==> src/rtl/sram_pkg.sv <==
// Shared types and helpers for the multi-read/multi-write register-file SRAM.
// Holds the init-sequencer state enum and the flat-bus slice helper.
package sram_pkg;

  typedef enum logic {
    INIT  = 1'b0,
    READY = 1'b1
  } sram_state_e;

  // Low bit of lane 'port' in a flat bus packed as {lane[N-1], ..., lane[0]}.
  function automatic int unsigned slice_lo(input int unsigned port, input int unsigned width);
    return port * width;
  endfunction

endpackage

==> src/rtl/sram_init_seq.sv <==
// Post-reset clear sequencer: walks entries RESET_LO..DEPTH-1, one per cycle,
// then enters READY. The FSM state is exported on state_o for observation.
module sram_init_seq
  import sram_pkg::*;
#(
  parameter int DEPTH    = 16,
  parameter int INDEX    = $clog2(DEPTH),
  parameter int RESET_LO = 0
) (
  input  logic              clk,
  input  logic              reset,
  output logic              clr_en,
  output logic [INDEX-1:0]  clr_addr,
  output logic              ready_o,
  output sram_state_e       state_o
);

  localparam bit              SKIP_INIT = (RESET_LO >= DEPTH);
  localparam logic [INDEX-1:0] PTR_START = INDEX'(RESET_LO);
  localparam logic [INDEX-1:0] PTR_LAST  = INDEX'(DEPTH - 1);

  sram_state_e      state_q, state_d;
  logic [INDEX-1:0] ptr_q, ptr_d;

  always_ff @(posedge clk) begin
    if (reset) begin
      state_q <= SKIP_INIT ? READY : INIT;
      ptr_q   <= PTR_START;
    end else begin
      state_q <= state_d;
      ptr_q   <= ptr_d;
    end
  end

  always_comb begin
    state_d = state_q;
    ptr_d   = ptr_q;
    clr_en  = 1'b0;
    case (state_q)
      INIT: begin
        clr_en = !reset;
        ptr_d  = ptr_q + 1'b1;
        if (ptr_q == PTR_LAST) state_d = READY;
      end
      default: ;
    endcase
  end

  assign clr_addr = ptr_q;
  // Held low during the reset cycle itself so no write can slip through.
  assign ready_o  = (state_q == READY) && !reset;
  assign state_o  = state_q;

endmodule

==> src/rtl/sram_mrnw_pipe.sv <==
// Parametrised RD_PORTS-read / WR_PORTS-write register file with registered reads,
// post-reset clear, write-collision flag. Optional macro: SRAM_WR_BYPASS_EN.
module sram_mrnw_pipe
  import sram_pkg::*;
#(
  parameter int DEPTH    = 16,
  parameter int INDEX    = $clog2(DEPTH),
  parameter int WIDTH    = 8,
  parameter int RD_PORTS = 16,
  parameter int WR_PORTS = 8,
  parameter int RESET_LO = 0
) (
  input  logic                       clk,
  input  logic                       reset,
  input  logic [RD_PORTS*INDEX-1:0]  rd_addr_i,
  input  logic [WR_PORTS*INDEX-1:0]  wr_addr_i,
  input  logic [WR_PORTS-1:0]        wr_en_i,
  input  logic [WR_PORTS*WIDTH-1:0]  wr_data_i,
  output logic [RD_PORTS*WIDTH-1:0]  rd_data_o,
  output logic [RD_PORTS*DEPTH-1:0]  rd_dec_o,
  output logic [WR_PORTS*DEPTH-1:0]  wr_dec_o,
  output logic [WR_PORTS-1:0]        we_o,
  output logic                       ready_o,
  output logic                       wr_conflict_o
);

  logic [WIDTH-1:0] mem     [DEPTH];
  logic [INDEX-1:0] rd_addr [RD_PORTS];
  logic [INDEX-1:0] wr_addr [WR_PORTS];
  logic [WIDTH-1:0] wr_data [WR_PORTS];
  logic [WIDTH-1:0] rd_next [RD_PORTS];

  logic             clr_en;
  logic [INDEX-1:0] clr_addr;
  logic             seq_ready;
  sram_state_e      seq_state;
  logic             conflict_d;

  function automatic logic in_range(input logic [INDEX-1:0] a);
    return 32'(a) < DEPTH;
  endfunction

  sram_init_seq #(
    .DEPTH    (DEPTH),
    .INDEX    (INDEX),
    .RESET_LO (RESET_LO)
  ) u_init_seq (
    .clk      (clk),
    .reset    (reset),
    .clr_en   (clr_en),
    .clr_addr (clr_addr),
    .ready_o  (seq_ready),
    .state_o  (seq_state)
  );

  assign ready_o = seq_ready;
  assign we_o    = (seq_state == READY && seq_ready) ? wr_en_i : '0;

  always_comb begin
    for (int p = 0; p < RD_PORTS; p++) rd_addr[p] = rd_addr_i[slice_lo(p, INDEX) +: INDEX];
    for (int k = 0; k < WR_PORTS; k++) begin
      wr_addr[k] = wr_addr_i[slice_lo(k, INDEX) +: INDEX];
      wr_data[k] = wr_data_i[slice_lo(k, WIDTH) +: WIDTH];
    end
  end

  always_comb begin
    rd_dec_o = '0;
    wr_dec_o = '0;
    for (int p = 0; p < RD_PORTS; p++)
      rd_dec_o[slice_lo(p, DEPTH) +: DEPTH] = DEPTH'(1) << rd_addr[p];
    for (int k = 0; k < WR_PORTS; k++)
      wr_dec_o[slice_lo(k, DEPTH) +: DEPTH] = we_o[k] ? (DEPTH'(1) << wr_addr[k]) : '0;
  end

  // Later ports overwrite earlier ones, so the highest-indexed port wins a collision.
  always_ff @(posedge clk) begin
    if (clr_en) mem[clr_addr] <= '0;
    for (int k = 0; k < WR_PORTS; k++)
      if (we_o[k] && in_range(wr_addr[k])) mem[wr_addr[k]] <= wr_data[k];
  end

  always_comb begin
    for (int p = 0; p < RD_PORTS; p++) begin
      rd_next[p] = in_range(rd_addr[p]) ? mem[rd_addr[p]] : '0;
`ifdef SRAM_WR_BYPASS_EN
      for (int k = 0; k < WR_PORTS; k++)
        if (we_o[k] && in_range(wr_addr[k]) && wr_addr[k] == rd_addr[p]) rd_next[p] = wr_data[k];
`endif
    end
  end

  always_comb begin
    conflict_d = 1'b0;
    for (int a = 0; a < WR_PORTS; a++)
      for (int b = a + 1; b < WR_PORTS; b++)
        if (we_o[a] && we_o[b] && wr_addr[a] == wr_addr[b]) conflict_d = 1'b1;
  end

  always_ff @(posedge clk) begin
    if (reset) begin
      rd_data_o     <= '0;
      wr_conflict_o <= 1'b0;
    end else begin
      for (int p = 0; p < RD_PORTS; p++) rd_data_o[slice_lo(p, WIDTH) +: WIDTH] <= rd_next[p];
      wr_conflict_o <= conflict_d;
    end
  end

endmodule

==> config.mk <==
export PLATFORM = sky130hd
export DESIGN_NAME = sram_mrnw_pipe
export DESIGN_NICKNAME = d
export VERILOG_FILES = /design/src/rtl/sram_pkg.sv /design/src/rtl/sram_init_seq.sv /design/src/rtl/sram_mrnw_pipe.sv
export SDC_FILE = /design/constraint.sdc
export NUM_CORES = 2
export LEC_CHECK = 0
export CELL_PAD_IN_SITES_DETAIL_PLACEMENT = 1
export CELL_PAD_IN_SITES_GLOBAL_PLACEMENT = 1
export CORE_MARGIN = 2
export CORE_UTILIZATION = 30
export DETAILED_ROUTE_END_ITERATION = 8
export GPL_ROUTABILITY_DRIVEN = 0
export PLACE_DENSITY_LB_ADDON = 0.1
export SETUP_SLACK_MARGIN = 0.02
export SYNTH_ARGS = -nofsm -noshare
export SYNTH_HDL_FRONTEND = slang
export SYNTH_SLANG_ARGS = --single-unit
==> constraint.sdc <==
create_clock -name clk -period 2.61 [get_ports clk]
set_input_delay 0.3915 -clock clk [delete_from_list [all_inputs] [get_ports clk]]
set_output_delay 0.3915 -clock clk [all_outputs]
set_load 0.05 [all_outputs]
* After elaboration in Yosys (flattened, before gate mapping)
Memories as Yosys holds them, arrays and structs flattened. A register that Yosys moved wholly into a read port is not among the register bits.
Index checks and enable logic that the tools add are counted.
Widths: inputs -> output; s select.
** Operators by class
- Add/subtract/negate cells :: 1
- Divide/modulo/power cells :: 0
- Reductions and logical operators :: 60
- Bitwise gates (word level) :: 0
- $mul :: 0
- Shift-type cells :: 24
- Muxes and demuxes :: 61
- Order comparisons :: 0
- Equality and inequality tests :: 29
** Operators by type and width (count)
- $shl 1x4->16 const A :: 24
- $mux 16 :: 8
- $eq 4x4->1 :: 28
- $logic_and 1x1->1 :: 58
- $mux 1 :: 50
- $mux 8 :: 2
- $reduce_or 8->1 :: 1
- $add 4x1->4 const B :: 1
- $eq 4x4->1 const B :: 1
- $mux 4 :: 1
- $logic_not 1->1 :: 1
** Storage, ports and cells
- Input bits :: 170
- Bits in latches :: 0
- Word-level logic and storage cells :: 179
- Bits in writable memories :: 128
- Output and inout bits :: 522
- Memories kept :: 1
- ROM bits :: 0
- Register bits after elaboration :: 6
** Memories
- mem :: words 16, width 8, rd ports 16, clocked after Yosys merged registers in 16, wr ports 8, line sram_mrnw_pipe.sv:27 : logic [WIDTH-1:0] mem [DEPTH];

* Longest topological paths before layout
- Depth in word-level cells :: 34
- Depth in mapped cells :: 12
- Gate-level depth less buffers :: 8

* Cells and area by module
Synthesis repeated with hierarchy kept, for this count alone.
** Unflattened totals
- Cells, all modules :: 3793
- Area, all modules :: 36854.1 µm²
** Modules (own cells, without submodules)
- sram_mrnw_pipe :: area each 36635.1 µm², times used 1, cells each 3772, seq. area each 6426.2 µm²
- sram_init_seq :: area each 219.0 µm², times used 1, cells each 21, seq. area each 100.1 µm²

* Worst setup path before layout
No wires, ideal clock.
- Kind :: in2reg
- Start :: input reset
- End :: memory mem[12][0], enable pin
- Setup slack :: -0.809 ns
- Data arrival time :: 3.035 ns
- Buffers on the path :: 4
- Setup time :: 0.384 ns
- Required time :: 2.226 ns
- Cell stages on the path :: 10
- Cells stage by stage :: buf_6 -> buf_6 -> buf_6 -> and3b_1 -> nand2_1 -> nor3_1 -> or2_2 -> clkbuf_1 -> nor3_1 -> o21ai_0
** RTL lines
- start: declaration :: line sram_mrnw_pipe.sv:14 : input logic reset,
- end: declaration :: line sram_mrnw_pipe.sv:27

* Final worst setup path
- Start :: register u_init_seq.state_q, in the netlist u_init_seq.state_o
- End :: output wr_dec_o[56]
** Between the ends
- Word-level cells in the longest chain between the ends :: 4
** RTL lines
- start: declaration :: line sram_init_seq.sv:22 : sram_state_e state_q, state_d;
- start signal: assignment :: line sram_init_seq.sv:27 : state_q <= SKIP_INIT ? READY : INIT;
- start signal: assignment :: line sram_init_seq.sv:30 : state_q <= state_d;
- $logic_and 1x1->1 :: line sram_init_seq.sv:51 : assign ready_o = (state_q == READY) && !reset;
- $logic_and 1x1->1 (*) :: line sram_mrnw_pipe.sv:57 : assign we_o = (seq_state == READY && seq_ready) ? wr_en_i : '0;
- $mux 8 (*) :: line sram_mrnw_pipe.sv:57
- $mux 16 (*) :: line sram_mrnw_pipe.sv:73 : wr_dec_o[slice_lo(k, DEPTH) +: DEPTH] = we_o[k] ? (DEPTH'(1) << wr_addr[k]) : '0;
- end: declaration :: line sram_mrnw_pipe.sv:21 : output logic [WR_PORTS*DEPTH-1:0] wr_dec_o,
Every way passes the cells marked *; elsewhere a longest branch is shown, timed or not.

==> impl_metrics.toml <==
[timing]
worst_pin_slew_ns = 1.08
maxSlewViolCount = 0
whs_ns = 0.584
rsz0062_at_grt = "true"
setup-tns-final_ns = -0.432
layout_setup_ws_ns = -0.107
hold_violations = 0
slew_headroom = 0.282
clock-skew-final_ns = 0.0187
setup_viol = 8
post-route-period-util = 1.04
period_needed_ns = 2.72
fmax_ghz = 0.368

[yosys]
synthesis.nets = 3900
synth_ff_type = "dfxtp_1"
synth_cell_types = 87
synth-edff-count = 128
synth_top_area_share = 0.393
ys_ff_latch = 262
yosysWarnings = 0
synthArstFlopShare = 0
synth_area_um2 = 36700
yosysSeqAreaShare = 0.178
synth_cells = 3729
synth_area_leaders = "mux4_2 39%, edfxtp_1 10%, dfxtp_1 7.3%, clkbuf_1 3.8%, nor2_1 3.5%"
synth_top_cell_by_area = "mux4_2"
synth.avg_cell_area_um2 = 9.83

[clock_network]
cts_buffers = 31
cts_hold_buf = 0
clkTransAtPathRegs_ns = 0.06
clk_latency_ns = 0.62
clock-root-buffer = "clkbuf_16"
h-tree-depth = 1
clock-sinks = 262
cts_tree = "built"
cts_buffer_depth = 3

[setup_path]
start_kind = "flop"
worstPathMaxFanout = 7
crit_type = "flop to output pin"
worst_setup_path_end_kind = "output pin"
arrival_ns = 2.33
required_ns = 2.22

[drt]
drtIter0Drc = 5986
vias = 42500
final_antenna_net_count = 0
wirelength_mm = 238
firstDrtPassIters = 6
drt-vias-per-instance = 6.51
drcViolationCount = 0
post_drt_wl_per_cell_um = 36.5

[hold_path]
hold_path_class = "primary input to flop"

[floorplan]
die_y_um = 354
floorplan.initialDensity = 0.302
coreArea_um2 = 122000
fp.dieArea_um2 = 125000
ios = 692
core.rowCount = 128
die_w_um = 354

[global_routing]
grt_pass1_vias = 42100
grt_usage = 0.368
grt_pass1_wl_mm = 333
grt_max_degree = 81
antenna_found_initial = 12
grt-ovfl-total = 0

[pwr]
p_leak_uw = 0.0227
power_density_nw_per_um2 = 254
vdd_ir_drop_max_uv = 471

[outcome]
status = "finished with violations"
violations = "negative setup slack"

[cells_and_area]
design_area_um2 = 59500
final_common_cell = "buf_4"
final_cell_mix = "762 x buf_4, 640 x mux4_2, 534 x buf_12"
syn2layout_area_growth_pct = 62.3
finalNonFillerCells = 6530
utilization = 0.490
finalNetCount = 5046
drive_gt1_frac = 0.511

[place]
dp_cells = 6372
placed_area_um2 = 56000
io_buffers = 691
hpwl_mm = 182

[job]
max_cap_viol_count = 0
==> final timing paths <==
check	end	cells past startpoint	from	slack (ns)
setup reg to reg	mem[8][5]	13	u_init_seq.state_o	-0.07
hold reg to reg	u_init_seq.clr_addr[1]	2	u_init_seq.clr_addr[1]	0.60
hold / removal	wr_conflict_o	6	wr_en_i[6]	0.58
setup / recovery	wr_dec_o[56]	7	u_init_seq.state_o	-0.11
==> repair_timing <==
item | CTS | global route
gates cloned | 2 | 1
resized for setup | 316 | 180
buffers inserted | 83 | 43
setup endpoints to repair | 345 | 254
pin swaps | 29 | 53
==> worst max-delay path, stage by stage, from the launching register on <==
cell	delay (ns)
dfxtp_4	0.40
buf_12	0.16
and4b_2	0.44
buf_4	0.19
nand2_1	0.07
inv_1	0.11
buf_4	0.18
buf_12	0.15
==> sequential cells by signal, indices dropped and copies added, names as in the netlist <==
register / count
mem: 128
rd_data_o: 128
u_init_seq.clr_addr: 4
u_init_seq.state_o: 1
wr_conflict_o: 1
==> kinds of logic after synthesis <==
group	Yosys count	synth area share
AO/OA/AOI/OAI	734	0.138
flip-flops	262	0.178
buffers and inverters	645	0.0718
adder cells (fa/ha/maj)	1	0.000341
AND/OR/NAND/NOR	1274	0.175
multiplexers	698	0.409
XOR/XNOR	115	0.0275
==> metrics by stage <==
stage / setup WS, ns / total power, uW
finish: -0.107 / 15100
global route: -0.105 / 15500
CTS: -0.106 / 15100
detailed placement: -0.673 / 10700
global placement: -0.727 / 10600
floorplan: -0.169 / 7950
==> final cells by class <==
| class | instances | area [um2] |
|---|---|---|
| Clock inverter | 20 | 164 |
| Fill cell | 12800 | 62000 |
| Clock buffer | 38 | 812 |
| Timing Repair Buffer | 1678 | 20200 |
| Tap cell | 1625 | 2030 |
| Inverter | 80 | 442 |
| Multi-Input combinational cell | 2822 | 29300 |
| Sequential cell | 262 | 6530 |
| Antenna cell | 5 | 12.5 |
==> report_power, final <==
group          total (uW)  leakage [uW]  switching [uW]  internal [uW]
sequential           4580       0.00239             136           4440
clock                4360      0.000465            2020           2340
combinational        6170        0.0198            3460           2710
==> cells in the mapped netlist (all sizes together) (6+ instances only) <==
| master | number |
|---|---|
| a2111oi | 6 |
| a211o | 10 |
| a211oi | 91 |
| a21oi | 124 |
| a221o | 27 |
| a221oi | 33 |
| a22oi | 40 |
| a31oi | 24 |
| and2 | 25 |
| and3 | 12 |
| and3b | 7 |
| buf | 189 |
| clkbuf | 376 |
| clkinv | 10 |
| dfxtp | 134 |
| edfxtp | 128 |
| inv | 70 |
| mux2i | 57 |
| mux4 | 640 |
| nand2 | 263 |
| nand2b | 88 |
| nand3 | 75 |
| nand3b | 12 |
| nand4 | 8 |
| nor2 | 350 |
| nor2b | 146 |
| nor3 | 196 |
| nor3b | 7 |
| nor4 | 34 |
| o2111ai | 13 |
| o211ai | 57 |
| o21a | 7 |
| o21ai | 114 |
| o221ai | 62 |
| o22a | 6 |
| o22ai | 71 |
| o31ai | 17 |
| or2 | 7 |
| or3 | 21 |
| or3b | 7 |
| xnor2 | 35 |
| xor2 | 80 |
==> layer usage <==
metal | global-route usage | wire (um) | vias up | share of wire
met5 | 0 | 70 | - | 0.00029
met3 | 0.0793 | 25000 | 804 | 0.10
met1 | 0.442 | 82600 | 21300 | 0.35
li1 | - | - | 16900 | -
met2 | 0.589 | 110000 | 3481 | 0.46
met4 | 0.253 | 21100 | 10 | 0.089
No activity file was read; power rests on OpenSTA's default activity.
